`src/rtl/fetch_unit_pkg.sv`:
```
// rtl/fetch_unit_pkg.sv - shared core constants and the IF/ID bundle type
package fetch_unit_pkg;

  localparam int          DEFAULT_ADDR_W    = 32;
  localparam logic [31:0] DEFAULT_RESET_PC  = 32'd0;
  localparam logic [31:0] DEFAULT_PC_STEP   = 32'd1;
  // RV32I addi x0,x0,0
  localparam logic [31:0] DEFAULT_NOP_INSTR = 32'h0000_0013;

  typedef struct packed {
    logic                      valid;
    logic [DEFAULT_ADDR_W-1:0] pc;
    logic [31:0]               instr;
  } if_id_t;

endpackage

```
`src/rtl/fetch_unit_program_counter.sv`:
```
// rtl/fetch_unit_program_counter.sv - next-fetch PC register with step/redirect/hold select
module fetch_unit_program_counter
  import fetch_unit_pkg::*;
#(
  parameter int                ADDR_W   = DEFAULT_ADDR_W,
  parameter logic [ADDR_W-1:0] RESET_PC = ADDR_W'(DEFAULT_RESET_PC),
  parameter logic [ADDR_W-1:0] PC_STEP  = ADDR_W'(DEFAULT_PC_STEP)
) (
  input  logic              clock,
  input  logic              reset,
  input  logic              stall,
  input  logic              redirect_valid,
  input  logic [ADDR_W-1:0] redirect_target,
  output logic [ADDR_W-1:0] pc
);

  logic [ADDR_W-1:0] pc_q;
  logic [ADDR_W-1:0] pc_d;

  // The target itself is issued this cycle, so the register skips ahead past it.
  always_comb begin
    pc_d = pc_q;
    if (redirect_valid) begin
      pc_d = redirect_target + PC_STEP;
    end else if (!stall) begin
      pc_d = pc_q + PC_STEP;
    end
  end

  always_ff @(posedge clock) begin
    if (reset) begin
      pc_q <= RESET_PC;
    end else begin
      pc_q <= pc_d;
    end
  end

  assign pc = pc_q;

endmodule

```
`src/rtl/fetch_unit.sv`:
```
// rtl/fetch_unit.sv - instruction fetch front end: memory address, request tracking, IF/ID register
module fetch_unit
  import fetch_unit_pkg::*;
#(
  parameter int                ADDR_W    = DEFAULT_ADDR_W,
  parameter logic [ADDR_W-1:0] RESET_PC  = ADDR_W'(DEFAULT_RESET_PC),
  parameter logic [ADDR_W-1:0] PC_STEP   = ADDR_W'(DEFAULT_PC_STEP),
  parameter logic [31:0]       NOP_INSTR = DEFAULT_NOP_INSTR
) (
  input  logic              clock,
  input  logic              reset,
  output logic [ADDR_W-1:0] imem_addr,
  input  logic [31:0]       imem_data,
  input  logic              stall,
  input  logic              redirect_valid,
  input  logic [ADDR_W-1:0] redirect_target,
  output logic              out_valid,
  output logic [ADDR_W-1:0] out_pc,
  output logic [31:0]       out_instr
);

  logic [ADDR_W-1:0] pc;

  logic              req_valid_q, req_valid_d;
  logic [ADDR_W-1:0] req_pc_q,    req_pc_d;
  logic              out_valid_q, out_valid_d;
  logic [ADDR_W-1:0] out_pc_q,    out_pc_d;
  logic [31:0]       out_instr_q, out_instr_d;

  fetch_unit_program_counter #(
    .ADDR_W   (ADDR_W),
    .RESET_PC (RESET_PC),
    .PC_STEP  (PC_STEP)
  ) u_program_counter (
    .clock           (clock),
    .reset           (reset),
    .stall           (stall),
    .redirect_valid  (redirect_valid),
    .redirect_target (redirect_target),
    .pc              (pc)
  );

  always_comb begin
    imem_addr   = pc;
    req_valid_d = req_valid_q;
    req_pc_d    = req_pc_q;
    out_valid_d = out_valid_q;
    out_pc_d    = out_pc_q;
    out_instr_d = out_instr_q;
    if (redirect_valid) begin
      // Whatever is in flight is wrong-path; kill it and start on the target.
      imem_addr   = redirect_target;
      req_valid_d = 1'b1;
      req_pc_d    = redirect_target;
      out_valid_d = 1'b0;
      out_instr_d = NOP_INSTR;
    end else if (stall) begin
      // Re-read the pending word so imem_data still matches req_pc_q on release.
      imem_addr = req_pc_q;
    end else begin
      req_valid_d = 1'b1;
      req_pc_d    = pc;
      out_valid_d = req_valid_q;
      out_pc_d    = req_pc_q;
      out_instr_d = req_valid_q ? imem_data : NOP_INSTR;
    end
  end

  always_ff @(posedge clock) begin
    if (reset) begin
      req_valid_q <= 1'b0;
      req_pc_q    <= '0;
      out_valid_q <= 1'b0;
      out_pc_q    <= '0;
      out_instr_q <= NOP_INSTR;
    end else begin
      req_valid_q <= req_valid_d;
      req_pc_q    <= req_pc_d;
      out_valid_q <= out_valid_d;
      out_pc_q    <= out_pc_d;
      out_instr_q <= out_instr_d;
    end
  end

  assign out_valid = out_valid_q;
  assign out_pc    = out_pc_q;
  assign out_instr = out_instr_q;

endmodule

```
`config.mk`:
```
export PLATFORM = sky130hd
export DESIGN_NAME = fetch_unit
export DESIGN_NICKNAME = d
export VERILOG_FILES = /design/src/rtl/fetch_unit_pkg.sv /design/src/rtl/fetch_unit_program_counter.sv /design/src/rtl/fetch_unit.sv
export SDC_FILE = /design/constraint.sdc
export NUM_CORES = 1
export LEC_CHECK = 0
export CAP_MARGIN = 20
export CORE_ASPECT_RATIO = 1.4
export CORE_MARGIN = 2
export CORE_UTILIZATION = 54
export CTS_BUF_LIST = sky130_fd_sc_hd__clkbuf_4
export CTS_CLUSTER_SIZE = 30
export DETAILED_ROUTE_END_ITERATION = 10
export PLACE_DENSITY = 0.87
export SYNTH_ARGS = -nofsm -noshare
export SYNTH_HDL_FRONTEND = slang
export SYNTH_SLANG_ARGS = --single-unit
```
`constraint.sdc`:
```
create_clock -name clock -period 11.5 [get_ports clock]
set_input_delay 2.875 -clock clock [delete_from_list [all_inputs] [get_ports clock]]
set_output_delay 2.875 -clock clock [all_outputs]
set_load 0.01 [all_outputs]
```
After elaboration in Yosys (flattened, before gate mapping)
Cells that the tools add are included.
- register bits: 130
- latch bits: 0
- RAM bits: 0
- bits in read-only memories: 0
- input port bits: 68
- word-level logic and storage cells: 20
- memories kept: 0
- $add $sub $neg: 2
- multiply operators: 0
- div/mod/pow operators: 0
- magnitude comparators: 0
- equal/unequal tests: 1
- shifts and indexed selects: 0
- mux-type cells: 7
- bitwise gates (word level): 2
- reduce and logical (&&, ||, !) cells: 2
- operator list (kind ; count):
    $mux W32 ; 5
    $add A32 B1 Y32 const B ; 2
    $mux W1 ; 2
    $ne A2 B1 Y1 const B ; 1
    $not A1 Y1 ; 2
    $reduce_and A2 Y1 ; 1
    $reduce_or A2 Y1 ; 1

Depth between registers and ports, before layout
- depth in word-level cells: 3
- gate-level depth with buffers: 14
- depth with buffers taken out: 9

By module
Synthesis repeated with hierarchy kept, for this count alone.
- cell total of the unflattened synthesis: 802
- area, all modules: 7118.1 um^2
- modules (own cells, without submodules) (module ; times used ; cells each ; area each (um^2) ; seq. area each (um^2)):
    fetch_unit ; 1 ; 475 ; 4441.8 ; 1961.9
    fetch_unit_program_counter ; 1 ; 327 ; 2676.3 ; 640.6

Worst setup path before layout
No wires, ideal clock.
- path kind: input -> output
- start point: input port redirect_valid
- end point: output port imem_addr[0]
- data arrival time: 4189 ps
- slack: 4436 ps
- cell stages on the path: 7
- cells stage by stage: buf_6 -> buf_6 -> clkbuf_1 -> buf_2 -> clkbuf_1 -> a21oi_1 -> a21boi_0
- longest elaborated chain between the ends: 1
- ends and longest elaborated chain (item ; line ; RTL):
    start: declaration ; fetch_unit.sv:15 ; input logic redirect_valid,
    $mux W32 ; fetch_unit.sv:50 ; if (redirect_valid) begin
    end: declaration ; fetch_unit.sv:12 ; output logic [ADDR_W-1:0] imem_addr,
Every way passes these cells.

Worst setup path in the final report
- start point: input port stall
- end point: output port imem_addr[0]
- longest elaborated chain between the ends: 2
- ends and longest elaborated chain (item ; line ; RTL):
    start: declaration ; fetch_unit.sv:14 ; input logic stall,
    $mux W32 ; fetch_unit.sv:57 ; end else if (stall) begin
    $mux W32 ; fetch_unit.sv:50 ;
Every way passes these cells.

==> results.toml <==
[run_status]
outcome = "complete, no violations"

[synthesis]
syn_nets = 828
ys_types = 53
ys_seq_area_share_pct = 41.3
syn_avg_cell_area_um2 = 8.30
synth_edf_count = 0
synthArstFlopShare_pct = 0
ys_seq_elements = 130
synth_ff_type = "dfxtp_1"
synth_cells = 759
syn_area_um2 = 6300
yosys_warnings = 0

[grt]
gr-usage-met3_pct = 6.69
use_met1_pct = 33.1
grtUsageTotal_pct = 28.4
grt_max_degree = 88
globalRoute.busiestLayer = "met2"
grt_pass1_wl_mm = 28.7
gr-total-overflow = 0
grt_antenna_before_repair = 0
grt.met2_usage_pct = 49.0
grt_pass1_vias = 6086

[critical_path]
critical_path.startpoint_type = "input port"
cp_slowest_stage_delay_ps = 630
crit_buf_inv = 4
end_kind = "output pin"
path_delay_family = "buffers and inverters"
critical_path_class = "input port to output pin"
cp_common_cell = "buf_4"
cp_slowest_cell = "buf_4"
worstPathArrival_ps = 5250
r2r_setup_slack_ps = 8860
cp_max_fo = 50
crit_chain = "buf_4 > buf_4 > inv_1 > nand2_1 > a21boi_0 > clkdlybuf4s50_1"
cp.required_ps = 8630

[clocking]
cts_resized = 0
clkTransAtPathRegs_ps = 100
clkSinkCount = 130
ctsHoldBuffers = 0
cts_tree = "built"
root_buffer = "clkbuf_4"
cts_setup_buffers = 0
cts_buffers = 17
htreeDepth = 4
clockBufferDepth = 2
clk_latency_ps = 520

[route]
drc = 0
viasPerCell = 5.81
firstDrtPassIters = 5
detail-route-antenna-nets = 0
vias = 6129
wire_per_inst_um = 16.9
drt-total-wl_mm = 17.8
drt_iter0_markers = 403

[timing]
fin_ws_ps = 3370
final-setup-viol-count = 0
drv_slew = 0
period_share_pct = 70.7
rsz0062_at_grt = "false"
maxSlewHeadroom_pct = 49.8
clock_skew_ps = 15.6
tightest_slew_ps = 752
tns_ps = 0
hold_viol = 0
fmax_mhz = 123
min_period_ps = 8130

[flow_run]
max-cap-violations = 0

[pwr]
net-switching-power_uw = 262
p_per_area_nw_per_um2 = 116
power.total_uw = 958
pwr-share-clk_pct = 32.7
p_int_uw = 696
p_comb_share_pct = 16.5
seqPwrFrac_pct = 50.8
swShare_pct = 27.3
peakVddDrop_uv = 77.7
power.leakage_nw = 2.91

[floorplanning]
core_region_area_um2 = 11300
die_w_um = 95.3
dieArea_um2 = 12600
placementRows = 46
die_h_um = 132
initial_core_util_pct = 55.5
pin_count = 165

[finish]
instances_no_fill = 1054
finalNetCount = 967
syn_to_final_growth_pct = 30.7
layout-drive-gt1-share_pct = 7.03
diodes = 0
fillers = 859

[placement]
hpwl_mm = 12.2
pre_cts_slack_ps = 3430
gp_congestion = 0.875
dp_cells = 1022
io_buffers = 164

[min_path]
worstHoldPathType = "flop to flop"
[power by group through the flow]
stage | Clock (mW) | Sequential, mW | Combinational, mW
6_report | 0.313 | 0.487 | 0.158
2_1_floorplan | 0 | 0.494 | 0.0817
3_5_place_dp | 0 | 0.496 | 0.156
5_1_grt | 0.338 | 0.489 | 0.171
3_3_place_gp | 0 | 0.495 | 0.152
4_1_cts | 0.318 | 0.486 | 0.157
[area by class of cell]
class / instances / area [um^2] / area share [%]
Timing Repair Buffer: 173 / 1710 / 20.7
Tap cell: 144 / 180 / 2.19
Sequential cell: 130 / 2600 / 31.6
Clock inverter: 13 / 144 / 1.75
Clock buffer: 18 / 135 / 1.64
Inverter: 12 / 45.0 / 0.548
Multi-Input combinational cell: 564 / 3410 / 41.5
[through the flow]
| stage | utilization [%] | cell area (um^2) | hold WS (ps) |
|---|---|---|---|
| after floorplan | - | 6300 | 432 |
| after global placement | 70.0 | 7930 | 436 |
| after detailed placement | 70.0 | 7930 | 446 |
| after CTS | 72.4 | 8210 | 461 |
| after global routing | 72.6 | 8230 | 479 |
| final | 72.6 | 8230 | 457 |
[worst paths after layout]
| kind | cells past startpoint | start | end |
|---|---|---|---|
| min reg2reg | 2 | req_pc_q[0]$_SDFF_PP0_ | out_pc[0]$_SDFFE_PP0P_ |
| min | 2 | req_pc_q[0]$_SDFF_PP0_ | out_pc[0]$_SDFFE_PP0P_ |
| max | 6 | stall | imem_addr[0] |
| max reg2reg | 9 | u_program_counter.pc[1]$_SDFFE_PP0P_ | u_program_counter.pc[18]$_SDFFE_PP0P_ |
[sequential cells by signal, summed over array words and instances, names as in the netlist]
| register | flops |
|---|---|
| out_instr | 32 |
| out_pc | 32 |
| req_pc_q | 32 |
| u_program_counter.pc | 32 |
| out_valid | 1 |
| req_valid_q | 1 |
[cells in the mapped netlist (3+ instances only)]
cell type  count  area share [%]
a211oi_1      15             1.8
a21oi_1       47             3.7
a222oi_1       3            0.48
a22oi_1       33             3.9
a31oi_1        4            0.40
and2_1        33             3.3
buf_1          4            0.24
buf_2          3            0.24
buf_6          4            0.72
clkbuf_1      40             2.4
dfxtp_1      130              41
inv_1         12            0.72
mux2i_1       31             4.9
nand2_1      127             7.6
nand2b_1       3            0.30
nand3_1       31             2.5
nand3b_1      12             1.4
nand4_1       11             1.1
nor2_1        52             3.1
nor3_1        10            0.79
nor3_2         5            0.79
nor4_1         3            0.30
o21ai_0       47             3.7
o22ai_1       13             1.3
o31ai_1        3            0.36
xnor2_1       34             4.7
xor2_1        12             1.7
[routing by layer]
metal | vias to the layer above | wire length [um] | share of wire [%]
met3 | 45 | 1270 | 7.1
met2 | 261 | 9180 | 52
li1 | 2937 | - | -
met4 | 0 | 432 | 2.4
met1 | 2886 | 6890 | 39
met5 | - | 0 | 0
[placed cells by master, fill, tap and decap left out, types with 4 or more instances in the layout]
cell             netlist  routed
o21ai_0               47      47
nand4_1               11      11
inv_1                 12      12
nand2_1              127     127
dfxtp_1              130     130
nor2_1                52      51
a31oi_1                4       4
clkbuf_4               0      18
buf_4                  2      10
a22oi_1               33      33
a21oi_1               47      47
xor2_1                12      12
nor3_2                 5       5
clkdlybuf4s50_1        0     161
xnor2_1               34      34
clkinv_2               0       5
nor3_1                10      10
a211oi_1              15      15
and2_1                33      33
mux2i_1               31      31
nand3_1               31      31
o22ai_1               13      13
nand3b_1              12      12
[worst register-to-register path, stage by stage (launching register included)]
cell and delay [ps]:
dfxtp_1 400, inv_1 50, o21ai_0 170, ha_1 250, inv_1 100, a221oi_4 480
nand4_2 420, o31a_1 370, nor3_1 180, a211oi_1 70
[cell families (layout without fill, tap and decap cells)]
group / after synthesis / in the layout / synth area share (%)
XOR/XNOR: 46 / 46 / 6.40
multiplexers: 32 / 32 / 5.11
AND/OR/NAND/NOR: 308 / 308 / 24.8
buffers and inverters: 65 / 216 / 4.53
AO/OA/AOI/OAI: 177 / 177 / 17.6
flip-flops: 130 / 130 / 41.3
adder cells (fa/ha/maj): 1 / 1 / 0.199
Note: power is estimated with default switching activity, not from simulation.
